## config.mk

```make
export PLATFORM = sky130hd
export DESIGN_NAME = pipe_seg_skid
export DESIGN_NICKNAME = d
export VERILOG_FILES = /design/src/rtl/pipe_seg_skid.sv
export SDC_FILE = /design/constraint.sdc
export NUM_CORES = 1
export LEC_CHECK = 0
export ABC_AREA = 0
export CAP_MARGIN = 20
export CELL_PAD_IN_SITES_DETAIL_PLACEMENT = 1
export CELL_PAD_IN_SITES_GLOBAL_PLACEMENT = 2
export CORE_MARGIN = 2
export CORE_UTILIZATION = 32
export DETAILED_ROUTE_END_ITERATION = 10
export GPL_ROUTABILITY_DRIVEN = 0
export MAX_ROUTING_LAYER = met4
export PLACE_DENSITY_LB_ADDON = 0.1
export SETUP_SLACK_MARGIN = 0.4
export SLEW_MARGIN = 0
export SYNTH_ARGS = -nofsm -noshare
export SYNTH_HDL_FRONTEND = slang
export SYNTH_SLANG_ARGS = --single-unit
```

## constraint.sdc

```tcl
create_clock -name Clk -period 1.7 [get_ports Clk]
set_input_delay 0.51 -clock Clk [delete_from_list [all_inputs] [get_ports Clk]]
set_output_delay 0.51 -clock Clk [all_outputs]
set_load 0.01 [all_outputs]
```

## src/rtl/pipe_seg_skid.sv

```systemverilog
// rtl/pipe_seg_skid.sv - pipeline segment register with valid/ready handshake and 2-entry skid buffer
// Control field is always cleared on flush; data field clearing is selected by CLEAR_DATA.
module pipe_seg_skid #(
  parameter int DATA_W     = 32,
  parameter int CTRL_W     = 8,
  parameter int CLEAR_DATA = 1
) (
  input  logic              Clk,
  input  logic              Rst_n,
  input  logic              stall,
  input  logic              flush,
  input  logic              in_valid,
  output logic              in_ready,
  input  logic [DATA_W-1:0] in_data,
  input  logic [CTRL_W-1:0] in_ctrl,
  output logic              out_valid,
  input  logic              out_ready,
  output logic [DATA_W-1:0] out_data,
  output logic [CTRL_W-1:0] out_ctrl,
  output logic [1:0]        count
);

  // Encoding doubles as the occupancy count.
  typedef enum logic [1:0] {
    EMPTY = 2'd0,
    BUSY  = 2'd1,
    FULL  = 2'd2
  } state_t;

  state_t              r_state;
  logic                r_live;
  logic [DATA_W-1:0]   r_main_data;
  logic [CTRL_W-1:0]   r_main_ctrl;
  logic [DATA_W-1:0]   r_skid_data;
  logic [CTRL_W-1:0]   r_skid_ctrl;

  logic                w_accept;
  logic                w_emit;

  // r_live keeps in_ready low while reset is held and until the first edge after release.
  assign in_ready  = r_live & ~stall & (r_state != FULL);
  assign out_valid = (r_state != EMPTY);
  assign count     = r_state;
  assign out_data  = r_main_data;
  assign out_ctrl  = r_main_ctrl;

  assign w_accept  = in_valid & in_ready;
  assign w_emit    = out_valid & out_ready & ~stall;

  always_ff @(posedge Clk or negedge Rst_n) begin
    if (!Rst_n) begin
      r_state     <= EMPTY;
      r_live      <= 1'b0;
      r_main_data <= '0;
      r_main_ctrl <= '0;
      r_skid_data <= '0;
      r_skid_ctrl <= '0;
    end else begin
      r_live <= 1'b1;
      if (flush) begin
        r_state     <= EMPTY;
        r_main_ctrl <= '0;
        r_skid_ctrl <= '0;
        if (CLEAR_DATA != 0) begin
          r_main_data <= '0;
          r_skid_data <= '0;
        end
      end else if (!stall) begin
        case (r_state)
          EMPTY: begin
            if (w_accept) begin
              r_main_data <= in_data;
              r_main_ctrl <= in_ctrl;
              r_state     <= BUSY;
            end
          end
          BUSY: begin
            if (w_accept && !w_emit) begin
              r_skid_data <= in_data;
              r_skid_ctrl <= in_ctrl;
              r_state     <= FULL;
            end else if (w_accept && w_emit) begin
              r_main_data <= in_data;
              r_main_ctrl <= in_ctrl;
            end else if (w_emit) begin
              r_state <= EMPTY;
            end
          end
          FULL: begin
            if (w_emit) begin
              r_main_data <= r_skid_data;
              r_main_ctrl <= r_skid_ctrl;
              r_state     <= BUSY;
            end
          end
          default: r_state <= EMPTY;
        endcase
      end
    end
  end

endmodule

```

== Word level (Yosys, flattened, before mapping) ==
Cells that the tools add are included.
Cells by class
  equality and inequality tests: 10
  muxes and demuxes: 30
  bitwise operators: 6
  reductions and logical operators: 11
Operator list (number)
  two-way mux 32 bit: 10
  one-hot mux 32 bit (3 select lines): 1
  two-way mux 8 bit: 10
  one-hot mux 8 bit (3 select lines): 1
  two-way mux 2 bit: 7
  != test 3 bit, second input constant: 4
  != test 4 bit, second input constant: 2
  one-hot mux 2 bit (3 select lines): 1
  AND reduction 6 bit: 1
  nonzero test 2 bit: 3
  AND 1 bit: 5
  AND reduction 5 bit: 1
  nonzero test 4 bit: 1
  AND reduction 3 bit: 1
  equality test 2 x 1 -> 1 bit, second input constant: 1
  equality test 2 bit, second input constant: 1
  logical AND 1 bit: 2
  logical NOT 2 bit: 1
  != test 2 x 1 -> 1 bit, second input constant: 1
  != test 2 bit, second input constant: 1
  logical NOT 1 bit: 1
  inverter 1 bit: 1
Storage, ports and cells
  flip-flop bits (word level): 83
  bits of input ports: 46
  word-level logic and storage cells: 63

== Depth between registers and ports, before layout ==
  word-level depth: 10
  mapped depth: 5

== Worst setup path before layout ==
Ideal clock, no wire load.
  path type: reg2out
  start: register r_state[1], in the netlist count[1]
  end: output in_ready
  arrival: 1128 ps
  data required time: 1190 ps
  setup slack: 62 ps
  stages on the path, launching flop included: 5
  buffers on the path: 2
  path through: dfrtp_1 nor2b_1 clkbuf_1 clkbuf_1 nor2_1
Between the ends
  word-level cells in the longest chain between the ends: 2
Ends and longest elaborated chain
  start, declared: line 30  | state_t r_state;
  start signal, assigned: line 52  | r_state <= EMPTY;
  start signal, assigned: line 61  | r_state <= EMPTY;
  start signal, assigned: line 74  | r_state <= BUSY;
  != test 2 bit: line 41  | assign in_ready = r_live & ~stall & (r_state != FULL);
  AND 1 bit: line 41
  end, declared: line 13  | output logic in_ready,
No other way between the ends.

== Final worst setup path ==
  start: register r_state[1], in the netlist count[1]
  end: register r_main_data[13], in the netlist out_data[13]
Between the ends
  word-level cells in the longest chain between the ends: 7
  elaborated cells on any way between the ends: 21
Ends and longest elaborated chain
  nonzero test 2 bit: line 42  | assign out_valid = (r_state != EMPTY);
  AND 1 bit (2 in a row): line 48  | assign w_emit = out_valid & out_ready & ~stall;
  logical NOT 1 bit: line 78  | if (w_accept && !w_emit) begin
  logical AND 1 bit: line 78
  != test 3 bit (no source line)
  AND reduction 6 bit (no source line)
  end signal, assigned: line 72  | r_main_data <= in_data;
  end signal, assigned: line 83  | r_main_data <= in_data;
  end signal, assigned: line 91  | r_main_data <= r_skid_data;
  end, declared: line 32  | logic [DATA_W-1:0] r_main_data;
Several ways; a longest one is shown, not always the timed one. The select of a mux whose other input is x is not followed.
A chain may end at the register's enable or synchronous reset.

==> flow_summary.json <==
{
  "status": "finished with violations",
  "violations": "negative setup slack",
  "fin_setup_tns_ns": -1.85,
  "ys_ff_latch": 83,
  "synth_edf_count": 0,
  "drt_iter0_drc": 135,
  "maxCapViolCount": 0,
  "area_delta_synth_final_pct": 63.4,
  "drt-wirelength-per-cell_um": 20.6,
  "syn_area_per_cell_um2": 9.77,
  "critPathLaunch": "count[1]",
  "synthesis.nets": 485,
  "syn_area_um2": 4290,
  "ys_types": 30,
  "worstPathRequired_ns": 1.96,
  "ys_top_cells_by_area": "dfrtp_1 48%, mux2i_1 9.3%, or3b_2 8.2%",
  "start_kind": "register",
  "synthArstFlopShare_pct": 100,
  "clockRootBuffer": "clkbuf_16",
  "critPathKind": "register to register",
  "pre_cts_ws_ns": -0.659,
  "use_met1_pct": 28.8,
  "grt-ovfl-total": 0,
  "grt_pass1_vias": 4218,
  "die_x_um": 120,
  "ioPinCount": 90,
  "cpLargestDelayFamily": "buffers and inverters",
  "crit_path_top_delay_cell": "dfrtp_2",
  "htreeDepth": 3,
  "critPathBufInv": 4,
  "report.final.hold_viol_count": 0,
  "io_buffers": 89,
  "coreArea_um2": 13200,
  "finalSetupViolCount": 68,
  "yosysSeqAreaShare_pct": 48.4,
  "yosysMostFrequentCell": "dfrtp_1",
  "post-route-period-util_pct": 105,
  "timing.rr.end": "out_data[13]",
  "ir_drop_v": 0.000460,
  "fin_skew_ns": 0.00429,
  "critical_path.endpoint": "out_data[13]",
  "yosys_warnings": 0,
  "wirelength_mm": 15.6,
  "grt_use_total_pct": 22.1,
  "powerDensity_nw_per_um2": 721,
  "cpPeakStageDelay_ns": 0.38,
  "drc": 0,
  "clk_latency_ns": 0.34,
  "max_freq_mhz": 562,
  "netlist_top_cells_count": "83 x dfrtp_1, 43 x a21oi_1, 43 x nand2_1",
  "timing.final.ws_setup_ns": -0.0785,
  "synth_top_area_share_pct": 48.4,
  "met2_usage_pct": 35.9,
  "synth_top_flop_cell": "dfrtp_1",
  "start_util_pct": 32.5,
  "avgViaCountPerCell": 5.30,
  "clk_pin_slew_ns": 0.06,
  "postRouteAntennaNets": 0,
  "r2r_start": "count[1]",
  "rows": 42,
  "grt_max_degree": 84,
  "path_max_fanout": 7,
  "leakagePower_nw": 3.02,
  "fin_nets": 622,
  "drive_gt1_share_pct": 51.1,
  "dp_hpwl_mm": 7.93,
  "timing_max_transition_violations_final": 0,
  "cts_tree": "built",
  "vias": 4021,
  "fin_crit_ns": 1.78,
  "synth_area_leader_cell": "dfrtp_1",
  "crit_path_frequent_cell": "buf_6",
  "relSlewSlack_pct": 52.9,
  "clk_path_buf_depth": 2,
  "grt_antenna_before_repair": 1,
  "end_kind": "register",
  "ff2ff_path_depth": 7,
  "clock-sinks": 83,
  "path_cells": "buf_6, buf_8, and4bb_1, o31ai_4, buf_6, buf_12, mux2i_4",
  "cp.depth": 7,
  "grt_busiest_layer": "met2",
  "hold_path.class": "input port to async pin",
  "cp.arrival_ns": 2.04,
  "use_met3_pct": 3.37,
  "dieArea_um2": 14300,
  "grt_pass1_wl_mm": 23.9,
  "regToRegSetupSlack_ns": -0.08,
  "drt-pass1-iter-count": 4,
  "max_slew.worst_pin.slew_ns": 0.706,
  "die_h_um": 120,
  "rsz0062_at_grt": "yes",
  "fin_util_pct": 53.2,
  "cts_made_buffers": 9,
  "synth_cells": 439
}
[metal layers]
metal	up-vias	wire length (um)
met4	0	193
met5	-	0
met3	13	506
li1	1876	-
met1	2062	7090
met2	70	7850
[repair_timing]
| action | CTS | global route |
|---|---|---|
| buffers inserted | 25 | 17 |
| gates resized for setup | 276 | 61 |
| pin swaps | 18 | 36 |
| endpoints found under the setup margin | 126 | 126 |
| gates cloned | 7 | 3 |
| hold buffers | 0 | 0 |
[cells by family after synthesis]
kind of cell	after synthesis	synth area share [%]
other cells	1	0.0874
flops	83	48.4
simple gates	136	18.9
buf+inv	52	5.57
compound gates	127	17.7
mux	40	9.33
[worst min-delay path by stage]
| stage | slack (ns) | to | from | depth (start not counted) |
|---|---|---|---|---|
| detailed placement | 0.53 | out_ctrl[1] | out_ctrl[1] | 2 |
| global route | 0.25 | out_data[24] | Rst_n | 2 |
| finish | 0.20 | out_data[24] | Rst_n | 2 |
| global placement | 0.52 | r_skid_data[29] | r_skid_data[29] | 2 |
| floorplan | 0.21 | count[0] | Rst_n | 0 |
| CTS | 0.23 | out_data[24] | Rst_n | 2 |
[sequential cells by signal, indices dropped and copies added, names as in the netlist]
register,flops
out_data,32
r_skid_data,32
out_ctrl,8
r_skid_ctrl,8
count,2
r_live,1
[worst register-to-register path, delay by kind of cell (launching register included)]
| kind | cells | cell delay (ns) |
|---|---|---|
| muxes | 1 | 0.23 |
| DFF | 1 | 0.38 |
| AOI/OAI and AO/OA | 1 | 0.30 |
| buffers and inverters | 4 | 0.58 |
| and+or+nand+nor | 1 | 0.22 |
[report_power, final]
group	internal (W)	switching (W)
combinational	0.000376	0.000424
sequential	0.00202	0.0000275
clock	0.00137	0.000834
total	0.00377	0.00129
[cell type report]
cell class / count / area, um2
Antenna cell: 1 / 2.50
Clock buffer: 12 / 256
Clock inverter: 4 / 72.6
Fill cell: 1394 / 6180
Inverter: 2 / 7.51
Multi-Input combinational cell: 304 / 2580
Sequential cell: 83 / 2080
Tap cell: 176 / 220
Timing Repair Buffer: 176 / 1790
[metrics by stage]
step                hold slack [ns]  std cells  instance area [um2]  power [W]
floorplan                     0.214        439                 4490    0.00236
global placement              0.520        689                 5680    0.00275
detailed placement            0.528        689                 5680    0.00275
CTS                           0.232        737                 6490    0.00501
global route                  0.248        758                 7010    0.00521
finish                        0.201        758                 7010    0.00505
[layout by cell type (no fill, tap or decap), types with 2 or more instances in the layout]
| master | count |
|---|---|
| a21oi_1 | 9 |
| dlygate4sd2_1 | 3 |
| a21oi_2 | 34 |
| nand2_4 | 2 |
| buf_12 | 15 |
| o21ai_0 | 7 |
| or3b_2 | 40 |
| o21ai_2 | 19 |
| nand3_1 | 2 |
| nand3_2 | 26 |
| dfrtp_2 | 2 |
| buf_2 | 39 |
| nand2_1 | 41 |
| o211ai_1 | 40 |
| nand3_4 | 13 |
| clkbuf_16 | 12 |
| bufinv_16 | 2 |
| o21ai_1 | 13 |
| buf_6 | 20 |
| dfrtp_1 | 81 |
| buf_4 | 46 |
| buf_16 | 6 |
| mux2i_1 | 39 |
| o21ai_4 | 2 |
| clkbuf_8 | 2 |
| clkdlybuf4s50_1 | 40 |
| nor2b_4 | 2 |
| buf_8 | 4 |
(Power assumes the default switching activity.)
